## config.mk

```make
export PLATFORM = sky130hd
export DESIGN_NAME = fpu_issue_sched_flat
export DESIGN_NICKNAME = d
export VERILOG_FILES = /design/src/rtl/fpu_issue_sched_pkg.sv /design/src/rtl/fpu_issue_sched_if.sv /design/src/rtl/fpu_issue_sched_wb_slot_pipe.sv /design/src/rtl/fpu_issue_sched.sv /design/src/flat_wrapper.sv
export SDC_FILE = /design/constraint.sdc
export NUM_CORES = 1
export LEC_CHECK = 0
export BUFFER_PORTS_ARGS = -buffer_cell sky130_fd_sc_hd__buf_2
export CAP_MARGIN = 0
export CORE_MARGIN = 2
export CORE_UTILIZATION = 30
export DETAILED_ROUTE_END_ITERATION = 10
export RECOVER_POWER = 50
export SYNTH_ARGS = -nofsm -noshare
export SYNTH_HDL_FRONTEND = slang
export SYNTH_SLANG_ARGS = --single-unit
```

## constraint.sdc

```tcl
create_clock -name clk -period 1.58 [get_ports clk]
set_input_delay 0.079 -clock clk [delete_from_list [all_inputs] [get_ports clk]]
set_output_delay 0.079 -clock clk [all_outputs]
set_load 0.1 [all_outputs]
```

## src/rtl/fpu_issue_sched_pkg.sv

```systemverilog
// rtl/fpu_issue_sched_pkg.sv - shared types, latencies and helpers for the FPU issue scheduler
// Contents:
//   TAGW              destination-register tag width
//   LAT_*             fixed-unit pipeline depths (issue -> result)
//   MAXLAT            deepest fixed unit; sizes the reservation window
//   SLOTW             width of a reservation slot index (1..MAXLAT)
//   fpu_op_e          request opcode (codes 5-7 are illegal and not enumerated)
//   div_state_e       fdiv tracking state
//   fpu_wb_t          reservation / writeback entry {valid, tag, sel}
//   op_lat()          slot index a fixed op reserves
package fpu_issue_sched_pkg;

  localparam int TAGW     = 5;
  localparam int LAT_ADD  = 2;
  localparam int LAT_MUL  = 2;
  localparam int LAT_FLR  = 1;
  localparam int LAT_ITOF = 1;

  localparam int MAX_AM = (LAT_ADD > LAT_MUL) ? LAT_ADD : LAT_MUL;
  localparam int MAX_FI = (LAT_FLR > LAT_ITOF) ? LAT_FLR : LAT_ITOF;
  localparam int MAXLAT = (MAX_AM > MAX_FI) ? MAX_AM : MAX_FI;
  localparam int SLOTW  = $clog2(MAXLAT + 1);

  typedef enum logic [2:0] {
    OP_FADD  = 3'd0,
    OP_FMUL  = 3'd1,
    OP_FLOOR = 3'd2,
    OP_ITOF  = 3'd3,
    OP_FDIV  = 3'd4
  } fpu_op_e;

  typedef enum logic [1:0] {
    DIV_IDLE = 2'd0,
    DIV_BUSY = 2'd1,
    DIV_KILL = 2'd2
  } div_state_e;

  typedef struct packed {
    logic            valid;
    logic [TAGW-1:0] tag;
    logic [2:0]      sel;
  } fpu_wb_t;

  // Only meaningful for the four fixed-latency ops.
  function automatic logic [SLOTW-1:0] op_lat(input logic [2:0] op);
    case (op)
      OP_FADD:  return SLOTW'(LAT_ADD);
      OP_FMUL:  return SLOTW'(LAT_MUL);
      OP_FLOOR: return SLOTW'(LAT_FLR);
      OP_ITOF:  return SLOTW'(LAT_ITOF);
      default:  return SLOTW'(1);
    endcase
  endfunction

endpackage

```

## src/rtl/fpu_issue_sched_if.sv

```systemverilog
// rtl/fpu_issue_sched_if.sv - request, unit-control and writeback signals of the FPU issue scheduler
// Signals:
//   req_valid/req_op/req_tag/req_ready  core issue handshake
//   flush                               kill all in-flight ops
//   iss_en                              one-hot fire pulse {itof,floor,fmul,fadd}
//   div_start/div_done                  iterative fdiv start pulse / result-valid pulse
//   wb_valid/wb_tag/wb_sel              FP register writeback port
//   err_illegal                         illegal op consumed
// Modports: master = core/FPU environment side, slave = scheduler side.
interface fpu_issue_sched_if;
  import fpu_issue_sched_pkg::*;

  logic            req_valid;
  logic [2:0]      req_op;
  logic [TAGW-1:0] req_tag;
  logic            req_ready;
  logic            flush;
  logic [3:0]      iss_en;
  logic            div_start;
  logic            div_done;
  logic            wb_valid;
  logic [TAGW-1:0] wb_tag;
  logic [2:0]      wb_sel;
  logic            err_illegal;

  modport master (
    output req_valid, req_op, req_tag, flush, div_done,
    input  req_ready, iss_en, div_start, wb_valid, wb_tag, wb_sel, err_illegal
  );

  modport slave (
    input  req_valid, req_op, req_tag, flush, div_done,
    output req_ready, iss_en, div_start, wb_valid, wb_tag, wb_sel, err_illegal
  );

endinterface

```

## src/rtl/fpu_issue_sched_wb_slot_pipe.sv

```systemverilog
// rtl/fpu_issue_sched_wb_slot_pipe.sv - writeback reservation window, shifts toward slot 1 each cycle
// Ports:
//   clk, rstn    clock, asynchronous active-low reset
//   clr_i        drop every reservation
//   ins_en_i     reserve a slot this cycle
//   ins_slot_i   slot to reserve (1..MAXLAT), written after the shift
//   ins_data_i   entry to place in that slot
//   head_o       slot 1: the entry that owns the writeback port next cycle
//   vld_o        valid bit of every slot
module fpu_issue_sched_wb_slot_pipe
  import fpu_issue_sched_pkg::*;
(
  input  logic             clk,
  input  logic             rstn,
  input  logic             clr_i,
  input  logic             ins_en_i,
  input  logic [SLOTW-1:0] ins_slot_i,
  input  fpu_wb_t          ins_data_i,
  output fpu_wb_t          head_o,
  output logic [MAXLAT:1]  vld_o
);

  fpu_wb_t res_q   [1:MAXLAT];
  fpu_wb_t res_d   [1:MAXLAT];
  fpu_wb_t shifted [1:MAXLAT];

  // The top slot refills with an empty entry as everything moves down.
  for (genvar k = 1; k <= MAXLAT; k++) begin : g_shift
    if (k < MAXLAT) begin : g_mid
      assign shifted[k] = res_q[k+1];
    end else begin : g_top
      assign shifted[k] = '0;
    end
  end

  always_comb begin
    for (int k = 1; k <= MAXLAT; k++) begin
      res_d[k] = shifted[k];
      if (ins_en_i && (ins_slot_i == SLOTW'(k))) res_d[k] = ins_data_i;
      if (clr_i) res_d[k] = '0;
    end
  end

  always_ff @(posedge clk or negedge rstn) begin
    if (!rstn) begin
      for (int k = 1; k <= MAXLAT; k++) res_q[k] <= '0;
    end else begin
      for (int k = 1; k <= MAXLAT; k++) res_q[k] <= res_d[k];
    end
  end

  assign head_o = res_q[1];

  always_comb begin
    vld_o = '0;
    for (int k = 1; k <= MAXLAT; k++) vld_o[k] = res_q[k].valid;
  end

endmodule

```

## src/rtl/fpu_issue_sched.sv

```systemverilog
// rtl/fpu_issue_sched.sv - FPU issue scheduler: accept, fire units, track fdiv, arbitrate writeback
// Ports:
//   clk   clock
//   rstn  asynchronous active-low reset
//   bus   scheduler side of fpu_issue_sched_if (issue handshake, flush, unit fire/done,
//         writeback port, illegal-op pulse); all outputs except req_ready are registered
module fpu_issue_sched
  import fpu_issue_sched_pkg::*;
(
  input  logic             clk,
  input  logic             rstn,
  fpu_issue_sched_if.slave bus
);

  logic            run_q;
  div_state_e      div_state_q;
  logic [TAGW-1:0] div_tag_q;
  logic            hold_vld_q;
  logic [TAGW-1:0] hold_tag_q;
  logic [3:0]      iss_en_q;
  logic            div_start_q;
  logic            err_q;
  fpu_wb_t         wb_q;

  logic             is_fixed;
  logic             is_div;
  logic             is_ill;
  logic             fixed_free;
  logic             ready;
  logic             accept;
  logic [SLOTW-1:0] lat;
  fpu_wb_t          ins_data;
  fpu_wb_t          head;
  logic [MAXLAT:1]  slot_vld;

  always_comb begin
    is_fixed = (bus.req_op < 3'd4);
    is_div   = (bus.req_op == OP_FDIV);
    is_ill   = (bus.req_op > 3'd4);
    lat      = op_lat(bus.req_op);

    // Slot L is free after the shift iff slot L+1 is empty now; the top slot always frees.
    fixed_free = 1'b1;
    for (int k = 1; k < MAXLAT; k++) begin
      if (lat == SLOTW'(k)) fixed_free = !slot_vld[k+1];
    end

    // Illegal ops are consumed even while the hold register blocks real issues.
    ready = run_q && !bus.flush &&
            (is_ill || (!hold_vld_q && (is_fixed ? fixed_free : (div_state_q == DIV_IDLE))));
    accept   = bus.req_valid && ready;
    ins_data = '{valid: 1'b1, tag: bus.req_tag, sel: bus.req_op};
  end

  fpu_issue_sched_wb_slot_pipe u_slots (
    .clk        (clk),
    .rstn       (rstn),
    .clr_i      (bus.flush),
    .ins_en_i   (accept && is_fixed),
    .ins_slot_i (lat),
    .ins_data_i (ins_data),
    .head_o     (head),
    .vld_o      (slot_vld)
  );

  always_ff @(posedge clk or negedge rstn) begin
    if (!rstn) begin
      run_q       <= 1'b0;
      div_state_q <= DIV_IDLE;
      div_tag_q   <= '0;
      hold_vld_q  <= 1'b0;
      hold_tag_q  <= '0;
      iss_en_q    <= '0;
      div_start_q <= 1'b0;
      err_q       <= 1'b0;
      wb_q        <= '0;
    end else begin
      run_q       <= 1'b1;
      iss_en_q    <= (accept && is_fixed) ? (4'b0001 << bus.req_op[1:0]) : 4'b0000;
      div_start_q <= accept && is_div;
      err_q       <= accept && is_ill;
      if (accept && is_div) div_tag_q <= bus.req_tag;

      // A divide in flight during a flush stays accounted for (KILL) until its
      // done pulse arrives, so that pulse cannot be mistaken for a later divide.
      case (div_state_q)
        DIV_IDLE: if (accept && is_div) div_state_q <= DIV_BUSY;
        DIV_BUSY: begin
          if (bus.div_done)   div_state_q <= DIV_IDLE;
          else if (bus.flush) div_state_q <= DIV_KILL;
        end
        DIV_KILL: if (bus.div_done) div_state_q <= DIV_IDLE;
        default:  div_state_q <= DIV_IDLE;
      endcase

      // Fixed ops own the port by reservation; the held divide result only takes
      // cycles nobody reserved. A done pulse coinciding with flush is dropped.
      if (bus.flush) begin
        wb_q       <= '0;
        hold_vld_q <= 1'b0;
      end else begin
        if (head.valid) begin
          wb_q <= head;
        end else if (hold_vld_q) begin
          wb_q       <= '{valid: 1'b1, tag: hold_tag_q, sel: OP_FDIV};
          hold_vld_q <= 1'b0;
        end else begin
          wb_q <= '0;
        end
        if ((div_state_q == DIV_BUSY) && bus.div_done) begin
          hold_vld_q <= 1'b1;
          hold_tag_q <= div_tag_q;
        end
      end
    end
  end

  assign bus.req_ready   = ready;
  assign bus.iss_en      = iss_en_q;
  assign bus.div_start   = div_start_q;
  assign bus.wb_valid    = wb_q.valid;
  assign bus.wb_tag      = wb_q.tag;
  assign bus.wb_sel      = wb_q.sel;
  assign bus.err_illegal = err_q;

endmodule
```

## src/flat_wrapper.sv

```systemverilog
// flat-port wrapper written by rule: the top's interface ports become plain ports
module fpu_issue_sched_flat import fpu_issue_sched_pkg::*;
  (clk, rstn, bus_req_valid, bus_req_op, bus_req_tag, bus_flush, bus_div_done, bus_req_ready, bus_iss_en, bus_div_start, bus_wb_valid, bus_wb_tag, bus_wb_sel, bus_err_illegal);
  fpu_issue_sched_if bus_i ();
  input  logic clk;
  input  logic rstn;
  input wire logic [$bits(bus_i.req_valid)-1:0] bus_req_valid;
  input wire logic [$bits(bus_i.req_op)-1:0] bus_req_op;
  input wire logic [$bits(bus_i.req_tag)-1:0] bus_req_tag;
  input wire logic [$bits(bus_i.flush)-1:0] bus_flush;
  input wire logic [$bits(bus_i.div_done)-1:0] bus_div_done;
  output wire logic [$bits(bus_i.req_ready)-1:0] bus_req_ready;
  output wire logic [$bits(bus_i.iss_en)-1:0] bus_iss_en;
  output wire logic [$bits(bus_i.div_start)-1:0] bus_div_start;
  output wire logic [$bits(bus_i.wb_valid)-1:0] bus_wb_valid;
  output wire logic [$bits(bus_i.wb_tag)-1:0] bus_wb_tag;
  output wire logic [$bits(bus_i.wb_sel)-1:0] bus_wb_sel;
  output wire logic [$bits(bus_i.err_illegal)-1:0] bus_err_illegal;
  assign bus_i.req_valid = bus_req_valid;
  assign bus_i.req_op = bus_req_op;
  assign bus_i.req_tag = bus_req_tag;
  assign bus_i.flush = bus_flush;
  assign bus_i.div_done = bus_div_done;
  assign bus_req_ready = bus_i.req_ready;
  assign bus_iss_en = bus_i.iss_en;
  assign bus_div_start = bus_i.div_start;
  assign bus_wb_valid = bus_i.wb_valid;
  assign bus_wb_tag = bus_i.wb_tag;
  assign bus_wb_sel = bus_i.wb_sel;
  assign bus_err_illegal = bus_i.err_illegal;
  fpu_issue_sched u_core (.clk(clk), .rstn(rstn), .bus(bus_i));
endmodule
```

==> results of run 1 <==
-- power by group through the flow --
stage	Combinational (uW)	Clock [uW]	Sequential, uW
2_1_floorplan	82.3	0	1310
3_3_place_gp	194	0	1290
3_5_place_dp	196	0	1290
4_1_cts	202	907	1270
5_1_grt	240	968	1280
6_report	217	882	1270
-- stage by stage --
| stage | total power, uW | worst slack (ps) | area [um^2] | setup TNS [ps] |
|---|---|---|---|---|
| after floorplan | 1389 | -384.2 | 1829 | -384.2 |
| after global placement | 1488 | 8.823 | 2200 | 0 |
| after detailed placement | 1491 | -31.64 | 2200 | -151.8 |
| after CTS | 2380 | -250.5 | 2346 | -258.4 |
| after global routing | 2488 | -281.1 | 2414 | -1372 |
| final | 2372 | -220.6 | 2414 | -670.8 |
-- layout make-up --
cell class | instances | area (um^2)
inverter | 2 | 7.507
clock buffer | 5 | 68.82
fill | 539 | 3437
timing repair buffer | 52 | 350.3
clock inverter | 3 | 46.29
sequential | 47 | 1176
tap | 75 | 93.84
multi-input combinational | 89 | 670.6
-- cell families after synthesis --
| group | count (synthesis) |
|---|---|
| AND/OR/NAND/NOR | 48 |
| buffers and inverters | 7 |
| AO/OA/AOI/OAI | 28 |
| flip-flops | 47 |
| multiplexers | 10 |
| other | 2 |
-- synthesized netlist by cell type --
master     number
dfrtp_1        47
nor2_1         12
a21oi_1        10
mux2_2         10
and2_1          9
o21ai_0         7
nand3_1         6
clkbuf_1        5
a22oi_1         4
nor2b_1         4
nand2_1         3
nor3_1          3
conb_1          2
inv_1           2
nand2b_1        2
a2111oi_0       1
a211o_4         1
a21o_1          1
a41oi_1         1
nand3b_1        1
nor2b_2         1
nor3_4          1
nor4_4          1
nor4b_1         1
nor4b_2         1
nor4bb_1        1
o21a_1          1
o21a_2          1
o21ai_1         1
or2_2           1
or4b_1          1
-- routing by layer --
| metal | track usage [%] | part of all wire (%) | up-vias |
|---|---|---|---|
| met3 | 4.066 | 4.5 | 5 |
| met5 | 0 | 0 | - |
| met1 | 15.86 | 46 | 599 |
| li1 | - | - | 600 |
| met4 | 4.407 | 1.3 | 0 |
| met2 | 19.84 | 48 | 24 |
-- worst max-delay path by stage --
stage	from	end	slack (ps)	depth (start not counted)
after floorplan	u_core.div_state_q[0]	bus_req_ready	-380	3
after global placement	u_core.div_state_q[0]	u_core.div_tag_q[4]	9	4
after detailed placement	u_core.div_state_q[0]	u_core.div_tag_q[4]	-30	4
after CTS	u_core.div_state_q[0]	bus_req_ready	-250	5
after global routing	u_core.div_state_q[0]	bus_req_ready	-280	5
final	u_core.div_state_q[0]	bus_req_ready	-220	5
-- timing repair --
item,in CTS,in global routing
hold buffers,2,0
setup endpoints to repair,6,18
pin swaps,0,4
setup buffers,1,5
resized for setup,1,12
endpoints found under the hold margin,21,0
-- registers in the layout, summed over array words and instances (netlist names) --
| signal | cells |
|---|---|
| u_core.u_slots.res_q | 8 |
| u_core.bus.wb_sel | 3 |
| u_core.bus.wb_valid | 1 |
| u_core.hold_vld_q | 1 |
| u_core.div_tag_q | 5 |
| u_core.div_state_q | 2 |
| u_core.bus.iss_en | 4 |
| u_core.bus.wb_tag | 5 |
| u_core.bus.div_start | 1 |
| u_core.run_q | 1 |
| u_core.u_slots.head_o | 9 |
| u_core.bus.err_illegal | 1 |
| u_core.hold_tag_q | 5 |
| u_core.u_slots.vld_o | 1 |
==> impl_summary.md, run 1 <==
Run status
The flow ran to the end, but the final reports show violations. The final reports fail on negative setup slack.

Final layout
The commonest non-fill, non-tap cell in the layout is dfrtp_1. The number of antenna diodes in the final layout is 0. Of the cells placed in the final design, the portion with a size suffix greater than 1 is 38.89%. From synthesis to final layout, the design area changed by 34.05%.

The library cells used most frequently in the layout, excluding fill and tap cells, are dfrtp_1, buf_2, buf_4, nor2_1, a21oi_1. The final cell utilization of the core is just over 40%. The finished layout holds between 200 and 300 standard cells, fillers aside. The number of nets in the final layout is 210.

Power and ir drop
The power density over cell area is approximately 1000 nW/um^2. In this run the static leakage power is 0.001178 uW. Across the VDD grid, the largest voltage drop is 376.4 uV. In this run switching power makes up between 20% and 30% of total power. The clock network fraction of total power is 37.2%. The internal portion of the total power is 1820 uW. The share of total power in combinational logic is 9.1%. The switching power is 552.4 uW. The part of the power in registers is 53.7%.

Worst setup path
The critical-path maximum fanout is 9. The worst reg2reg path endpoint is u_core.div_tag_q[1]. Walking the worst path, the cells encountered are o21a_1 > o21a_4 > buf_6 > a2111oi_4 > buf_12. The setup path with the least slack is of type reg -> out.

Counting both buffers and inverters, the worst setup path holds a total of 2. The slowest stage of the critical path is the dfrtp_1 cell. The beginning of the worst register-to-register path is u_core.div_state_q[0]. The worst-case reg-to-reg path depth is 6. For the worst setup path, the data arrival time is 1720 ps.

The reg2reg setup slack is -90 ps. The required time at the worst-slack endpoint is 1500 ps. On the worst path, the slowest cell contributes a delay of 390 ps. The worst setup path is captured at an output pin. In this design, the largest share of critical-path delay is due to compound AO/OA/AOI/OAI gates.

The category of the worst setup path launch point is a flip-flop.

Synth
The top cell type's share of synthesized area is 65.32%. The count of yosys warnings during synthesis is 0. The average cell area after synthesis is 12.68 um^2. In the synthesized netlist, mux cells make up 6.254% of the area.

The adder-cell share of the synthesized area is 0%. The post-synthesis sequential element count is between 40 and 50. Summing the areas of all and, or, nand and nor instances in the mapped netlist gives 16.61% of the synthesized area. By area the synthesized netlist is led by dfrtp_1, mux2_2, and2_1. After synthesis, the largest family of logic cells by area is simple AND/OR/NAND/NOR gates. The largest total area in the synthesized netlist belongs to dfrtp_1. Summing the areas of all compound-gate instances in the mapped netlist gives under 10% of the synthesized area. Summing the sequential cell areas from Yosys gives 65.32% of the chip area. The cell area after technology mapping is between 1500 and 2000 um^2.

The number of distinct library cells after synthesis is 31. The number of standard cells after synthesis is roughly 140. Of the total synthesized cell area, the portion taken by XOR and XNOR cells is 0%.

Floorplan
The area of the die is 6637 um^2. Measured along the y axis, the die boundary spans 81.47 um. The horizontal die dimension is about 81 um. The initial utilization of the core area, before any placement, comes to 30.77%.

The number of primary I/O pins is 29. The row count is 28. The core outline area is 5851 um^2.

Clock tree
The CTS clock-pin slew for the worst setup and hold paths is roughly 90 ps. Clock tree synthesis selected as its root buffer the cell clkbuf_8. The number of clock buffers inserted by TritonCTS is 5. The CTS tree is yes. The TritonCTS sink count is between 40 and 50. The clock latency reported for the late side of the worst-skew pair is about 300 ps. The maximum buffer depth of the clock tree is 2. The H-tree depth is 2.

Hold path
The worst hold path terminates at u_core.bus.iss_en[0]. The worst min-delay path startpoint is bus_req_op[0]. In this run the worst hold path is classified as in -> reg. The number of stages on the worst hold path is 2.

STA
For the finished layout, the period the worst path requires is 1801 ps. The number of pins with negative max-slew slack in the final report was 0. The transition time of the tightest slew-check pin is between 1000 and 1500 ps. The hold violation count in the final report is 0. The worst hold slack is 12.45 ps. Across all setup checks in the final design, the least slack found is -220.6 ps. Setup repair after global routing could not meet its margin everywhere.

Static timing analysis puts the maximum clock frequency at 555.4 MHz. The worst-case headroom to the max-slew limit is 26.36%. Setup violations remaining at the end of the flow were counted as 6. In the finished design, the share of the clock period the worst path needs comes to 114.0%. The clock skew after layout is 3.747 ps.

Global routing
The total global-route track usage is 12.44%. The maximum number of pins on one net before global-route repair is 28. The aggregate global routing overflow is 0.

The initial antenna violation count is 0. The via count of the first global-routing pass is 1221. The first global-routing pass estimated 6.106 mm of wire.

Flow run
Across the run, the number of max-cap violations was 0.

Routing
The mean number of vias per cell is 4.498. For this block, the via count after detailed routing is 1228. The number of remaining DRC errors is 0. Wires add up to 3.675 mm. The remaining antenna violation count is 0. The number of violations reported at the end of detailed-routing iteration 0 is 85. The mean routed wirelength per cell is 13.46 um. The first detailed-routing pass ran for 4 iterations.

Placement
The HPWL after detailed placement is 2.530 mm. The count of port buffers added during placement is 28. In this run, placement finished with an instance count of 258.

At the end of routability-driven placement, the weighted congestion stood at 0.7552.
Note: power is estimated with default switching activity, not from simulation.
==> run 2, diff against run 1 <==
--- a/config.mk
+++ b/config.mk
@@ -8,7 +8,7 @@
 export BUFFER_PORTS_ARGS = -buffer_cell sky130_fd_sc_hd__buf_2
 export CAP_MARGIN = 0
 export CORE_MARGIN = 2
-export CORE_UTILIZATION = 30
+export CORE_UTILIZATION = 23
 export DETAILED_ROUTE_END_ITERATION = 10
 export RECOVER_POWER = 50
 export SYNTH_ARGS = -nofsm -noshare
==> constraint.sdc (replaced) <==
create_clock -name clk -period 1.6 [get_ports clk]
set_input_delay 0.08 -clock clk [delete_from_list [all_inputs] [get_ports clk]]
set_output_delay 0.08 -clock clk [all_outputs]
set_load 0.1 [all_outputs]
==> run 2 against run 1 <==
Effect of this change: the flow still finishes with violations (negative setup slack); critical path depth did not move; count of clock-buffer cells in the layout is the same; combinational power down 2%; sequential cell count unchanged; first-iteration DRC count increased by 24%; hold slack improved by 2.5 ps; highest routed layer unchanged; die area up 29%; critical path type unchanged; clock power grew 0.7%; core utilization down 9.4 points; largest power group unchanged.
==> impl_summary.md, run 2 (same netlist as run 1, synthesis figures left out) <==
Run status
Result of the run: finished, violations left (unchanged). Violated checks: negative setup slack (unchanged).

Global routing
The met3 track demand over resource came to 2.441% (was 4.066%). The wire length of the first global-routing pass is 6.279 mm (was 6.106 mm). The aggregate global routing overflow is 0 (unchanged). The met1 routing resource usage after global routing is 11.98% (was 15.86%). The met2 global-route usage is 15.63% (was 19.84%). The maximum number of pins on one net before global-route repair is 28 (unchanged). The most used routing layer in global routing is met2 (unchanged).

The total global-route track usage is 9.512% (was 12.44%). The initial antenna violation count is 0 (unchanged). The via count of the first global-routing pass is 1208 (was 1221).

Clock tree
The maximum buffer depth of the clock tree is 2 (unchanged). The number of clock buffers inserted by TritonCTS was 5 (unchanged). The CTS tree is yes (unchanged). The H-tree depth is 2 (unchanged). The cell chosen for the clock root is clkbuf_8 (unchanged). The TritonCTS sink count is 47 (unchanged).

The CTS clock-pin slew for the worst setup and hold paths is 90 ps (about the same). The clock latency reported for the late side of the worst-skew pair is 300 ps (about the same).

Final layout
The total inserted antenna cells is 0 (unchanged). The count of non-filler cells in the finished layout was 299 (was 273). The layout cell share with drive strength beyond 1 is 38.07% (was 38.89%). The number of nets in the final layout came to 209 (was 210).

The area growth from synthesis to final layout is 35.16% (was 34.05%). The fill cell instance count of the final layout is 762 (was 539). The number of flip-flops in the largest register is 9 (unchanged). Most frequent cells in the layout: dfrtp_1, buf_2, buf_4, nor2_1, a21oi_1 (unchanged). The commonest non-fill, non-tap cell in the layout is dfrtp_1 (unchanged).

Worst setup path
The data arrival time of the critical path came to 1700 ps (was 1720 ps). The worst reg2reg path endpoint was u_core.div_tag_q[3] (was u_core.div_tag_q[1]). The nature of the critical path endpoint is an output pin (unchanged). The beginning of the worst register-to-register path is u_core.div_state_q[0] (unchanged).

The critical-path maximum fanout came to 9 (unchanged). The worst-case reg-to-reg path depth was 6 (unchanged). The critical path startpoint is u_core.div_state_q[0] (unchanged). The category of the worst setup path launch point is a flip-flop (unchanged).

The critical path endpoint is bus_req_ready (unchanged). The reg2reg setup slack was -70 ps (was -90 ps). The required time at the worst-slack endpoint came to 1520 ps (was 1500 ps).

The type of the worst setup path is reg -> out (unchanged).

Floorplan
The core outline area is 7647 um^2 (was 5851 um^2). The number of primary I/O pins is 29 (unchanged). The chip height was 92.48 um (was 81.47 um). The effective utilization at floorplan was 23.54% (was 30.77%).

The horizontal die dimension is 92.48 um (was 81.47 um). The area of the die is 8552 um^2 (was 6637 um^2). The row count is 32 (was 28).

Routing
The sum of routed wire length over all layers was 3.763 mm (was 3.675 mm). The total vias in the final route was 1216 (was 1228). The number of remaining DRC errors is 0 (unchanged). The mean number of vias per cell is 4.067 (was 4.498). The number of violations reported at the end of detailed-routing iteration 0 is 105 (was 85). The mean routed wirelength per cell is 12.59 um (was 13.46 um). The number of detailed-route iterations in the first pass is 3 (was 4). The remaining antenna violation count is 0 (unchanged).

STA
The transition time of the tightest slew-check pin is 1106 ps (was 1105 ps). The achievable frequency is 561.6 MHz. The clock skew after layout is 3.714 ps (was 3.747 ps).

The clock period minus worst slack is 1781 ps. In the finished design, the share of the clock period the worst path needs comes to 111.3%. The worst-case headroom to the max-slew limit is 26.28% (was 26.36%). The final worst setup slack came to -180.6 ps (was -220.6 ps).

The final-report setup violation count was 6 (unchanged). The total negative slack came to -471.7 ps (was -670.8 ps). RSZ-0062 raised after global routing: true (unchanged). The number of pins with negative max-slew slack in the final report is 0 (unchanged).

The worst hold slack is 14.93 ps (was 12.45 ps). The hold violation count in the final report came to 0 (unchanged).

Placement
The count of port buffers added during placement is 28 (unchanged). The number of placed instances with taps included is 283 (was 258). The final weighted congestion in routability-driven placement came to 0.7663 (was 0.7552). The worst setup slack after placement came to -23.59 ps (was -31.64 ps). The HPWL after detailed placement is 2.635 mm (was 2.530 mm).

Power and ir drop
The part of the power in registers is 53.3% (was 53.7%). The switching share of power is 23.91% (was 23.28%). The cell-internal power is 1796 uW (was 1820 uW). The power density over cell area is 969.7 nW/um^2 (was 983.0 nW/um^2). The peak supply drop came to 368.8 uV (was 376.4 uV). The switching power came to 564.2 uW (was 552.4 uW). The clock network fraction of total power was 37.6% (was 37.2%).

The sum of internal, switching and leakage power was 2360 uW (was 2372 uW). The reported leakage power is 0.001173 uW (was 0.001178 uW). The share of total power in combinational logic is 9.0% (was 9.1%).

Flow run
The number of maximum-capacitance constraint violations is 0 (unchanged).

Hold path
The classification of the worst-slack hold path was in -> reg (unchanged).
run 2: cell types whose count changed in the layout (fill, tap and decap cells not counted), sizes merged:
cell / delta
buf: -1
run 2: power by group through the flow:
stage | logic [uW] | registers [uW] | clock network (uW)
finish | 213 | 1260 | 888
global route | 231 | 1260 | 964
CTS | 198 | 1260 | 905
detailed placement | 191 | 1280 | 0
global placement | 188 | 1280 | 0
floorplan | 81.3 | 1290 | 0
run 2: how the worst min path moves through the flow:
stage / start / endpoint / slack (ps) / cells past startpoint
final: bus_req_op[0] / u_core.bus.iss_en[0] / 10 / 2
after global routing: bus_req_tag[3] / u_core.u_slots.res_q[6] / 10 / 2
after CTS: bus_req_op[0] / u_core.bus.iss_en[0] / 10 / 2
after detailed placement: rstn / u_core.bus.err_illegal / 80 / 1
after global placement: rstn / u_core.bus.err_illegal / 70 / 1
after floorplan: rstn / u_core.bus.div_start / -220 / 0
run 2: metrics by stage:
| step | util (%) | cell area, um^2 |
|---|---|---|
| after global routing | 31.82 | 2434 |
| final | 31.82 | 2434 |
| after global placement | 29.01 | 2218 |
| after detailed placement | 29.01 | 2218 |
| after CTS | 31.02 | 2372 |
| after floorplan | - | 1829 |
run 2: worst max-delay path: stages, from the launching register on:
cell and delay, ps:
dfrtp_1 390, o21a_1 210, o21a_4 200, buf_6 140, a2111oi_4 240, buf_12 220
run 2: cell type report:
type / count / area [um^2] / share of cell area, %
Multi-Input combinational cell: 89 / 664.4 / 27.30
Clock inverter: 3 / 46.29 / 1.902
Sequential cell: 47 / 1176 / 48.33
Clock buffer: 5 / 68.82 / 2.828
Inverter: 2 / 7.507 / 0.3085
Tap cell: 102 / 127.6 / 5.244
Timing Repair Buffer: 51 / 342.8 / 14.09
run 2: layer usage:
metal | up-vias | wire [um] | part of all wire, %
met5 | - | 0 | 0
met4 | 0 | 64 | 1.7
met3 | 5 | 117 | 3.1
met2 | 21 | 1890 | 50
met1 | 597 | 1690 | 45
li1 | 593 | - | -
run 2: timing repair:
action / 4_1_cts / 5_1_grt
endpoints found under the hold margin: 21 / 0
hold buffers: 2 / 0
buffers inserted: 1 / 5
resized for setup: 3 / 8
pin swaps: 0 / 1
endpoints found under the setup margin: 8 / 6
==> run 3, diff against run 2 <==
==> constraint.sdc (replaced) <==
create_clock -name clk -period 1.6 [get_ports clk]
set_input_delay 0.16 -clock clk [delete_from_list [all_inputs] [get_ports clk]]
set_output_delay 0.16 -clock clk [all_outputs]
set_load 0.1 [all_outputs]
==> run 3 against run 2 <==
Effect of this change: critical path depth is the same; count of clock-buffer cells in the layout grew 1; fmax shrank 2.8%; via count grew 0.82%; clock power shrank 23%; largest cell class unchanged; sequential cell count is the same; global-route usage shrank 0.36 points; power shrank 8.6%; non-clock buffer count grew 2; the run still ends with negative setup slack left; critical path type unchanged; sequential share of layout area shrank 0.25 points; die area is the same.
==> impl_summary.md, run 3 (same netlist as run 1, synthesis figures left out) <==
STA
The clock period minus worst slack is 1832 ps (was 1781 ps). The final worst setup slack came to -232.4 ps (was -180.6 ps). The clock skew after layout is 6.578 ps (was 3.714 ps). The total negative slack is -1043 ps (was -471.7 ps). The worst-case headroom to the max-slew limit is 33.18% (was 26.28%). The transition time of the tightest slew-check pin is 1002 ps (was 1106 ps). RSZ-0062 raised after global routing: true (unchanged). The achievable frequency is 545.7 MHz (was 561.6 MHz).

The post-route clock period utilization is 114.5% (was 111.3%). The number of pins with negative max-slew slack in the final report is 0 (unchanged). The hold violation count in the final report is 0 (unchanged). The final-report setup violation count is 6 (unchanged).

Floorplan
The row count was 32 (unchanged). The horizontal die dimension is 92.48 um (unchanged). The area of the die came to 8552 um^2 (unchanged). The core outline area came to 7647 um^2 (unchanged). The effective utilization at floorplan is 23.54% (unchanged). The chip height is 92.48 um (unchanged). The number of primary I/O pins is 29 (unchanged).

Worst setup path
The type of the worst setup path is reg -> out (unchanged). The data arrival time of the critical path came to 1670 ps (was 1700 ps). The beginning of the worst register-to-register path is u_core.div_state_q[0] (unchanged). The worst-case reg-to-reg path depth came to 7 (was 6).

The required time at the worst-slack endpoint was 1440 ps (was 1520 ps). The worst reg2reg path endpoint is u_core.div_tag_q[4] (was u_core.div_tag_q[3]). The critical path startpoint is u_core.div_state_q[0] (unchanged). The category of the worst setup path launch point is a flip-flop (unchanged). The critical-path maximum fanout is 2 (was 9). The critical path endpoint is bus_req_ready (unchanged).

The reg2reg setup slack came to -170 ps (was -70 ps). The nature of the critical path endpoint is an output pin (unchanged).

Power and ir drop
The share of total power in combinational logic came to 9.9% (was 9.0%). The clock network fraction of total power is 31.7% (was 37.6%). The peak supply drop is 330.7 uV (was 368.8 uV). The sum of internal, switching and leakage power is 2157 uW (was 2360 uW). The cell-internal power is 1631 uW (was 1796 uW). The switching share of power is 24.37% (was 23.91%). The reported leakage power is 0.001175 uW (was 0.001173 uW). The switching power came to 525.7 uW (was 564.2 uW). The power density over cell area is 881.8 nW/um^2 (was 969.7 nW/um^2).

The part of the power in registers was 58.4% (was 53.3%).

Placement
The final weighted congestion in routability-driven placement is 0.8194 (was 0.7663). The HPWL after detailed placement is 2.607 mm (was 2.635 mm). The instance area at placement is 2241 um^2 (was 2218 um^2).

The worst setup slack after placement is -37.47 ps (was -23.59 ps). The count of port buffers added during placement is 28 (unchanged). The number of placed instances with taps included came to 286 (was 283).

Final layout
The post-route cell area is 2446 um^2 (was 2434 um^2). The layout cell share with drive strength beyond 1 was 40.70% (was 38.07%). The total inserted antenna cells was 0 (unchanged). Most frequent cells in the layout: dfrtp_1, buf_2, buf_4, nor2_1 (was dfrtp_1, buf_2, buf_4, nor2_1, a21oi_1). The number of nets in the final layout is 211 (was 209). The number of flip-flops in the largest register is 9 (unchanged). The area growth from synthesis to final layout was 35.86% (was 35.16%). The count of non-filler cells in the finished layout is 301 (was 299). The commonest non-fill, non-tap cell in the layout is dfrtp_1 (unchanged).

Routing
The number of remaining DRC errors came to 0 (unchanged). The sum of routed wire length over all layers came to 3.618 mm (was 3.763 mm). The number of violations reported at the end of detailed-routing iteration 0 is 46 (was 105). The mean number of vias per cell is 4.073 (was 4.067). The number of detailed-route iterations in the first pass is 4 (was 3). The remaining antenna violation count came to 0 (unchanged). The total vias in the final route is 1226 (was 1216). The mean routed wirelength per cell came to 12.02 um (was 12.59 um).

Global routing
The wire length of the first global-routing pass was 6.044 mm (was 6.279 mm). The via count of the first global-routing pass is 1243 (was 1208). The maximum number of pins on one net before global-route repair is 30 (was 28). The initial antenna violation count is 0 (unchanged). The aggregate global routing overflow came to 0 (unchanged). The total global-route track usage is 9.149% (was 9.512%).

Flow run
The number of maximum-capacitance constraint violations is 0 (unchanged).

Clock tree
The number of clock buffers inserted by TritonCTS was 5 (unchanged). The CTS clock-pin slew for the worst setup and hold paths was 90 ps (about the same). The H-tree depth came to 2 (unchanged). The clock latency reported for the late side of the worst-skew pair is 300 ps (about the same). The cell chosen for the clock root is clkbuf_8 (unchanged). The maximum buffer depth of the clock tree is 2 (unchanged).

The CTS tree is yes (unchanged). The TritonCTS sink count came to 47 (unchanged).

Hold path
The classification of the worst-slack hold path is in -> reg (unchanged).

Run status
Result of the run: finished, violations left (unchanged). Violated checks: negative setup slack (unchanged).
run 3: cell count changes in the layout (fill, tap and decap cells not counted), sizes merged:
cell and delta:
inv -1, buf +3, dlygate4sd3 -1, bufinv -1, clkbuf +1, clkinv +1
run 3: power groups by stage:
stage	Sequential, uW	Combinational, uW	Clock [uW]
3_3_place_gp	1280	192	0
2_1_floorplan	1290	81.3	0
4_1_cts	1260	217	701
5_1_grt	1270	233	752
3_5_place_dp	1280	195	0
6_report	1260	213	684
run 3: area by class of cell:
| cell class | instances | area, um^2 |
|---|---|---|
| flip-flops and latches | 47 | 1176 |
| repair buffers | 53 | 362.8 |
| well taps | 102 | 127.6 |
| clock inverters | 2 | 12.51 |
| clock buffers | 6 | 72.57 |
| fillers | 786 | 5201 |
| inverters | 2 | 7.507 |
| multi-input cells | 89 | 686.9 |
run 3: worst min-delay path by stage:
stage | startpoint | end | slack, ps | depth (start not counted)
CTS | bus_div_done | u_core.div_state_q[1] | 40 | 2
detailed placement | rstn | u_core.u_slots.vld_o[2] | 130 | 1
finish | bus_div_done | u_core.div_state_q[1] | 60 | 2
global placement | rstn | u_core.run_q | 130 | 1
floorplan | rstn | u_core.bus.div_start | -140 | 0
global route | bus_div_done | u_core.div_state_q[1] | 60 | 2
run 3: what timing repair did:
item                                   4_1_cts  5_1_grt
endpoints found under the hold margin       18        0
buffers inserted                             5        3
hold buffers                                 1        0
resized for setup                           16        9
cloned                                       0        0
setup endpoints to repair                    6       13
pin swaps                                    4        3
run 3: critical path: stages, from the launching register on:
cell and delay [ps]:
dfrtp_1 390, o21a_1 210, o21a_4 210, buf_6 110, a2111oi_4 240, buf_12 220
run 3: layer usage:
| layer | track usage [%] | share of wire [%] |
|---|---|---|
| met2 | 15.88 | 54 |
| met3 | 3.011 | 4.6 |
| met5 | 0 | 0 |
| met4 | 3.358 | 1.5 |
| met1 | 10.48 | 40 |
run 3: through the flow:
stage | utilization [%] | hold WS [ps]
6_report | 31.99 | 55.04
3_3_place_gp | 29.30 | 133.4
4_1_cts | 31.58 | 44.10
5_1_grt | 31.99 | 61.55
2_1_floorplan | - | -135.6
3_5_place_dp | 29.30 | 133.5
